<file path="src/rtl/cmp_pkg.sv">
// Shared definitions for the serial magnitude comparator: FSM state encoding
// and the default operand width.
package cmp_pkg;

    localparam int DEF_WIDTH = 8;

    typedef enum logic [1:0] {
        IDLE  = 2'b00,
        SHIFT = 2'b01,
        DONE  = 2'b10
    } state_e;

endpackage

</file>
<file path="src/rtl/bit_idx_cnt.sv">
// Loadable down counter used as the bit index of the serial compare.
// The zero flag is registered alongside the count so both change on the same edge.
module bit_idx_cnt #(
    parameter int CW = 3
) (
    input  logic          clk,
    input  logic          rst,
    input  logic          load,
    input  logic          dec,
    input  logic [CW-1:0] load_val,
    output logic [CW-1:0] cnt,
    output logic          zero
);

    logic [CW-1:0] cnt_q;
    logic [CW-1:0] cnt_d;
    logic          zero_q;
    logic          zero_d;

    // Next count: load wins over decrement; decrement saturates at zero.
    always_comb begin
        cnt_d = cnt_q;
        if (load) begin
            cnt_d = load_val;
        end else if (dec && (cnt_q != {CW{1'b0}})) begin
            cnt_d = cnt_q - {{(CW-1){1'b0}}, 1'b1};
        end else begin
            cnt_d = cnt_q;
        end
        zero_d = (cnt_d == {CW{1'b0}});
    end

    // Count and zero-flag registers.
    always_ff @(posedge clk or negedge rst) begin
        if (!rst) begin
            cnt_q  <= {CW{1'b0}};
            zero_q <= 1'b1;
        end else begin
            cnt_q  <= cnt_d;
            zero_q <= zero_d;
        end
    end

    assign cnt  = cnt_q;
    assign zero = zero_q;

endmodule

</file>
<file path="src/rtl/serial_mag_cmp_ctrl.sv">
// Serial unsigned magnitude comparator: one bit per cycle, MSB first, with early
// exit on the first differing bit and a start/busy/done handshake.
module serial_mag_cmp_ctrl
    import cmp_pkg::*;
#(
    parameter int WIDTH = DEF_WIDTH
) (
    input  logic             clk,
    input  logic             rst,
    input  logic             start,
    input  logic [WIDTH-1:0] a,
    input  logic [WIDTH-1:0] b,
    output logic             busy,
    output logic             done,
    output logic             g,
    output logic             l,
    output logic             e
);

    localparam int CW = $clog2(WIDTH);
    localparam logic [CW-1:0] IDX_MSB = CW'(WIDTH - 1);

    state_e           state_q;
    state_e           state_d;
    logic [WIDTH-1:0] sa_q;
    logic [WIDTH-1:0] sa_d;
    logic [WIDTH-1:0] sb_q;
    logic [WIDTH-1:0] sb_d;
    logic             g_q;
    logic             g_d;
    logic             l_q;
    logic             l_d;
    logic             e_q;
    logic             e_d;
    logic             busy_q;
    logic             busy_d;
    logic             done_q;
    logic             done_d;

    logic             idx_load_s;
    logic             idx_dec_s;
    logic [CW-1:0]    idx_s;
    logic             idx_zero_s;

    bit_idx_cnt #(
        .CW (CW)
    ) u_idx (
        .clk      (clk),
        .rst      (rst),
        .load     (idx_load_s),
        .dec      (idx_dec_s),
        .load_val (IDX_MSB),
        .cnt      (idx_s),
        .zero     (idx_zero_s)
    );

    // Next-state and datapath control; the unused 2'b11 encoding behaves as IDLE.
    always_comb begin
        state_d    = state_q;
        sa_d       = sa_q;
        sb_d       = sb_q;
        g_d        = g_q;
        l_d        = l_q;
        e_d        = e_q;
        idx_load_s = 1'b0;
        idx_dec_s  = 1'b0;
        case (state_q)
            SHIFT: begin
                if (sa_q[WIDTH-1] && !sb_q[WIDTH-1]) begin
                    g_d     = 1'b1;
                    state_d = DONE;
                end else if (!sa_q[WIDTH-1] && sb_q[WIDTH-1]) begin
                    l_d     = 1'b1;
                    state_d = DONE;
                end else if (idx_zero_s) begin
                    e_d     = 1'b1;
                    state_d = DONE;
                end else begin
                    sa_d      = {sa_q[WIDTH-2:0], 1'b0};
                    sb_d      = {sb_q[WIDTH-2:0], 1'b0};
                    idx_dec_s = 1'b1;
                end
            end
            DONE: begin
                state_d = IDLE;
            end
            default: begin
                if (start) begin
                    sa_d       = a;
                    sb_d       = b;
                    g_d        = 1'b0;
                    l_d        = 1'b0;
                    e_d        = 1'b0;
                    idx_load_s = 1'b1;
                    state_d    = SHIFT;
                end else begin
                    state_d = IDLE;
                end
            end
        endcase
        // busy/done are registered from the next state so they line up with state_q.
        busy_d = (state_d != IDLE);
        done_d = (state_d == DONE);
    end

    // State, operand shift registers and registered outputs.
    always_ff @(posedge clk or negedge rst) begin
        if (!rst) begin
            state_q <= IDLE;
            sa_q    <= {WIDTH{1'b0}};
            sb_q    <= {WIDTH{1'b0}};
            g_q     <= 1'b0;
            l_q     <= 1'b0;
            e_q     <= 1'b0;
            busy_q  <= 1'b0;
            done_q  <= 1'b0;
        end else begin
            state_q <= state_d;
            sa_q    <= sa_d;
            sb_q    <= sb_d;
            g_q     <= g_d;
            l_q     <= l_d;
            e_q     <= e_d;
            busy_q  <= busy_d;
            done_q  <= done_d;
        end
    end

    assign busy = busy_q;
    assign done = done_q;
    assign g    = g_q;
    assign l    = l_q;
    assign e    = e_q;

endmodule

</file>
<file path="config.mk">
export PLATFORM = sky130hd
export DESIGN_NAME = serial_mag_cmp_ctrl
export DESIGN_NICKNAME = d
export VERILOG_FILES = /design/src/rtl/cmp_pkg.sv /design/src/rtl/bit_idx_cnt.sv /design/src/rtl/serial_mag_cmp_ctrl.sv
export SDC_FILE = /design/constraint.sdc
export NUM_CORES = 1
export LEC_CHECK = 0
export ABC_AREA = 1
export CORE_MARGIN = 3
export CORE_UTILIZATION = 38
export CTS_BUF_LIST = sky130_fd_sc_hd__clkbuf_8 sky130_fd_sc_hd__clkbuf_16
export CTS_CLUSTER_SIZE = 16
export DETAILED_ROUTE_END_ITERATION = 7
export PLACE_DENSITY_LB_ADDON = 0.1
export SYNTH_ARGS = -nofsm -noshare
export SYNTH_HDL_FRONTEND = slang
export SYNTH_SLANG_ARGS = --single-unit
</file>
<file path="constraint.sdc">
create_clock -name clk -period 2.03 [get_ports clk]
set_input_delay 0.406 -clock clk [delete_from_list [all_inputs] [get_ports clk]]
set_output_delay 0.406 -clock clk [all_outputs]
set_load 0.01 [all_outputs]
</file>
==> results.toml, run 1 <==
[finish]
syn_to_final_growth_pct = 22.6
nNetsFinal = 208
mostFrequentLayoutCell = "nand2_1"
drive_gt1_frac = 0.190
final_core_util = 0.499
fin_cells = 230
diodes = 0
final_cell_mix = "nand2_1 (39), dfrtp_1 (26), inv_1 (24)"
nFillCells = 351

[die]
coreArea_mm2 = 0.00347
chipWidth_um = 66.9
initial_core_util = 0.407
die_y_um = 66.9
die_area_mm2 = 0.00448
rows = 21
io_pins = 24

[sta]
final_max_slew_viol_count = 0
finalSetupViolations = 0
whs_ps = 512
hold_viol = 0
layout_min_cycle_time_ps = 1660
skew_ps = 4.49
worstMarginPinSlew_ps = 344
tns_ps = 0
max_freq_ghz = 0.601
rsz0062_at_grt = "no"
min_period_over_period = 0.819
slew_headroom = 0.770

[setup_path]
cp_max_fo = 15
cp.required_ps = 2240
setup.worst_path.end_class = "flop"
crit_path_start_kind = "flop"
critPathArrivalTime_ps = 1870
crit_type = "reg -> reg"
reg2reg_depth = 10

[placement]
dp_cells = 226
hpwlAfterDp_um = 1780
io_buffers = 23
gp_congestion = 0.773

[synth]
ys_ff_latch = 27
async_flop_share = 1.00
syn_area_per_cell_um2 = 8.82
syn_nets = 183
synth_edf_count = 0
synth_seq_area_share = 0.480
netlist_instances = 160
synth.area.top_cells = "dfrtp_1 (46%), nand2_1 (10%), o21ai_2 (8.7%)"
yosysWarnings = 0
syn_area_mm2 = 0.00141
yosys.area.top_type = "dfrtp_1"
synth_cell_type_count = 26
synth_top_area_share = 0.461
synth_ff_type = "dfrtp_1"

[global_routing]
grt_pass1_vias = 1048
antenna_found_initial = 0
grt_max_degree = 31
grt.overflow.total = 0
grt.total_usage = 0.133
grt_pass1_wl_um = 4470

[clock_network]
h-tree-depth = 1
clkLatencyLatePin_ps = 270
cts_resized = 0
numCtsBuffers = 3
cts_tree = "built"
cts.path.max_buffers = 2
numClockSinks = 27
clk_pin_slew_ps = 90
post_cts_buffers = 0
cts_root_buf = "clkbuf_8"
hold_buffers = 0

[run_status]
outcome = "finished, final reports clean"

[route]
firstDrtPassIters = 4
first_iter_violations = 31
viasPerCell = 4.47
drc = 0
vias = 1029
avgRoutedWirePerCell_um = 10.6
ant_nets = 0
drt_wl_total_um = 2430

[job]
cap_violations = 0

[power_and_ir_drop]
power_uw = 2390
p_leak_uw = 0.000855
ir_worst_vdd_v = 0.000653
powerDensity_mw_per_mm2 = 1380

[hold_path]
hold_class = "in -> async"
worst max-delay path: stages, from the launching register on:
cell and delay [ps]:
dfrtp_1 400, inv_1 60, ha_1 280, inv_2 170, nor2_4 140, nand4_4 120
nand2_1 90, nand2_1 50, nor2_1 120, nand2_1 60, nor2_1 110
path summary, 6_finish.rpt:
| check | from | endpoint | slack, ps |
|---|---|---|---|
| max | state_q[1]$_DFF_PN0_ | u_idx.zero$_DFF_PN1_ | 370 |
| min | rst | sb_q[6]$_DFFE_PN0P_ | 510 |
| max reg2reg | state_q[1]$_DFF_PN0_ | u_idx.zero$_DFF_PN1_ | 370 |
| min reg2reg | sb_q[1]$_DFFE_PN0P_ | sb_q[1]$_DFFE_PN0P_ | 520 |
| max in group asynchronous | rst | u_idx.zero$_DFF_PN1_ | 1220 |
| min in group clk | sb_q[1]$_DFFE_PN0P_ | sb_q[1]$_DFFE_PN0P_ | 520 |
registers in the layout (all words and copies together) (netlist names):
name and cells:
l 1, state_q 2, sa_q 8, done 1, u_idx.cnt 3, busy 1
u_idx.zero 1, sb_q 8, g 1, e 1
through the flow:
stage	worst slack, ps	instance area [µm²]
after floorplan	587	1410
after global placement	293	1680
after detailed placement	271	1680
after CTS	346	1730
after global routing	177	1730
final	367	1730
cell usage after synthesis (2+ instances only):
| master | n |
|---|---|
| buf_6 | 3 |
| dfrtp_1 | 26 |
| ha_1 | 4 |
| inv_1 | 24 |
| inv_2 | 4 |
| nand2_1 | 39 |
| nand2_2 | 2 |
| nor2_1 | 10 |
| nor2_2 | 2 |
| nor2_4 | 2 |
| o21ai_0 | 16 |
| o21ai_2 | 14 |
routing by layer:
| layer | up-vias | global-route usage | routed length [µm] | share of wire |
|---|---|---|---|---|
| met4 | 0 | 0.0532 | 39 | 0.016 |
| met1 | 464 | 0.188 | 1250 | 0.51 |
| met3 | 4 | 0.0253 | 102 | 0.042 |
| met5 | - | 0 | 0 | 0 |
| li1 | 545 | - | - | - |
| met2 | 16 | 0.198 | 1040 | 0.43 |
report_power, final:
part / internal (µW) / switching, µW / leakage, µW / total, µW
sequential: 765 / 86.4 / 0.000331 / 851
combinational: 491 / 752 / 0.000498 / 1240
clock: 137 / 163 / 0.0000255 / 300
total: 1390 / 1000 / 0.000855 / 2390
final cells by class:
type | instances | area (µm²) | area share
Timing Repair Buffer | 26 | 265 | 0.153
Clock inverter | 1 | 5.00 | 0.00289
Clock buffer | 3 | 41.3 | 0.0239
Tap cell | 46 | 57.6 | 0.0333
Multi-Input combinational cell | 99 | 579 | 0.335
Sequential cell | 27 | 677 | 0.391
Inverter | 28 | 105 | 0.0607
cell families (layout without fill, tap and decap cells):
kind of cell / Yosys count / after routing / synth area share
AOI/OAI and AO/OA: 36 / 36 / 0.180
adders and majority gates: 4 / 4 / 0.0355
buffers and inverters: 34 / 58 / 0.110
DFF: 27 / 27 / 0.480
and+or+nand+nor: 59 / 59 / 0.195
Power figures use the tool's default switching activity.
==> run 2: changes to the inputs <==
==> constraint.sdc (replaced) <==
create_clock -name clk -period 1.4 [get_ports clk]
set_input_delay 0.28 -clock clk [delete_from_list [all_inputs] [get_ports clk]]
set_output_delay 0.28 -clock clk [all_outputs]
set_load 0.01 [all_outputs]
==> results.toml, run 2 (synthesis results as in run 1) <==
[setup_path]
r2r_start = "state_q[0]$_DFF_PN0_"
setup.worst_path.end_class = "flop"
crit_top_cell = "buf_4"
slowest_delay_ps = 390
cp_top_family = "buffers and inverters"
startpoint = "state_q[0]$_DFF_PN0_"
cp_max_fo = 7
path_depth = 7
critPathArrivalTime_ps = 1680
slowest_stage = "dfrtp_1"
reg2reg_depth = 7
crit_path_start_kind = "flop"
path_buf_inv = 3
crit_chain = "buf_4 > ha_4 > buf_4 > a21boi_4 > clkbuf_16 > nand2_1 > o21ai_2"
crit_type = "reg -> reg"
cp.required_ps = 1610

[global_routing]
grt.overflow.total = 0
grt_max_degree = 31
grt.total_usage = 0.132
grt_pass1_vias = 1025
grt_pass1_wl_um = 4530
antenna_found_initial = 0

[die]
chipWidth_um = 66.9
io_pins = 24
initial_core_util = 0.407
die_area_mm2 = 0.00448
coreArea_mm2 = 0.00347
die_y_um = 66.9
rows = 21

[sta]
worstMarginPinSlew_ps = 275
final_max_slew_viol_count = 0
fin_ws_ps = -76.7
whs_ps = 362
slew_headroom = 0.815
hold_viol = 0
finalSetupViolations = 18
min_period_over_period = 1.05
layout_min_cycle_time_ps = 1480
skew_ps = 1.90
max_freq_ghz = 0.677
rsz0062_at_grt = "yes"

[power_and_ir_drop]
powerDensity_mw_per_mm2 = 2100
p_leak_uw = 0.000956
power_uw = 4010
ir_worst_vdd_v = 0.000813

[route]
drt_wl_total_um = 2820
first_iter_violations = 47
ant_nets = 0
drc = 0
vias = 1108
firstDrtPassIters = 4
viasPerCell = 4.56
avgRoutedWirePerCell_um = 11.6

[run_status]
violations = "negative setup slack"
outcome = "finished with violations"

[placement]
gp_congestion = 0.813
io_buffers = 23
hpwlAfterDp_um = 1790
post_dp_cell_area_mm2 = 0.00173

[clock_network]
hold_buffers = 0
cts.path.max_buffers = 2
numClockSinks = 27
cts_tree = "built"
numCtsBuffers = 3
cts_root_buf = "clkbuf_8"
h-tree-depth = 1
clkLatencyLatePin_ps = 270
clk_pin_slew_ps = 90

[finish]
final_cell_mix = "nand2_1 (35), dfrtp_1 (26), inv_1 (23)"
diodes = 0
fin_area_mm2 = 0.00191
drive_gt1_frac = 0.289
nNetsFinal = 221
mostFrequentLayoutCell = "nand2_1"
syn_to_final_growth_pct = 35.1

[hold_path]
hold_class = "in -> async"

[job]
cap_violations = 0
## run 2: changes by cell type in the layout (fill, tap and decap cells not counted), sizes merged
cell	previous run	this run
buf	3	14
clkbuf	3	5
clkdlybuf4s50	23	18
clkinv	1	0
dlygate4sd2	0	5
inv	28	29
## run 2: stage by stage
stage / instances / setup WS, ps / util / TNS (ps)
floorplan: 160 / 3.01 / - / 0
global placement: 230 / -130 / 0.499 / -1910
detailed placement: 230 / -163 / 0.499 / -2300
CTS: 234 / -60.3 / 0.510 / -667
global route: 243 / -157 / 0.550 / -2710
finish: 243 / -76.7 / 0.550 / -1050
## run 2: final cells by class
| cell class | count | area, µm² |
|---|---|---|
| clock inverter | 1 | 3.75 |
| fill | 327 | 1560 |
| timing repair buffer | 39 | 408 |
| multi-input combinational | 99 | 614 |
| inverter | 28 | 105 |
| sequential | 27 | 677 |
| clock buffer | 3 | 41.3 |
| tap | 46 | 57.6 |
## run 2: worst paths after layout
check                                            end  slack (ps)
worst max-delay path             sb_q[5]$_DFFE_PN0P_         -80
worst min-delay path             sa_q[5]$_DFFE_PN0P_         360
worst max register to register   sb_q[5]$_DFFE_PN0P_         -80
worst min register to register         l$_DFFE_PN0P_         520
max in group asynchronous       u_idx.zero$_DFF_PN1_         810
min in group clk                       l$_DFFE_PN0P_         520
## run 2: repair_timing
item                                    4_1_cts  5_1_grt
pin swaps                                     0        7
endpoints found under the setup margin       23       26
gates resized for setup                       6       11
setup buffers                                 0        6
gates cloned                                  0        3
## run 2: power breakdown
group | switching, µW | leakage [µW] | internal (µW)
clock network | 237 | 0.0000269 | 197
registers | 122 | 0.000331 | 1110
logic | 1280 | 0.000598 | 1070
total | 1640 | 0.000956 | 2370
## run 2: routing by layer
layer  GRT usage  vias to the layer above  share of wire
met1       0.191                      510           0.50
li1            -                      570              -
met2       0.188                       23           0.43
met3      0.0236                        5          0.048
met4      0.0608                        0          0.017
met5           0                        -              0
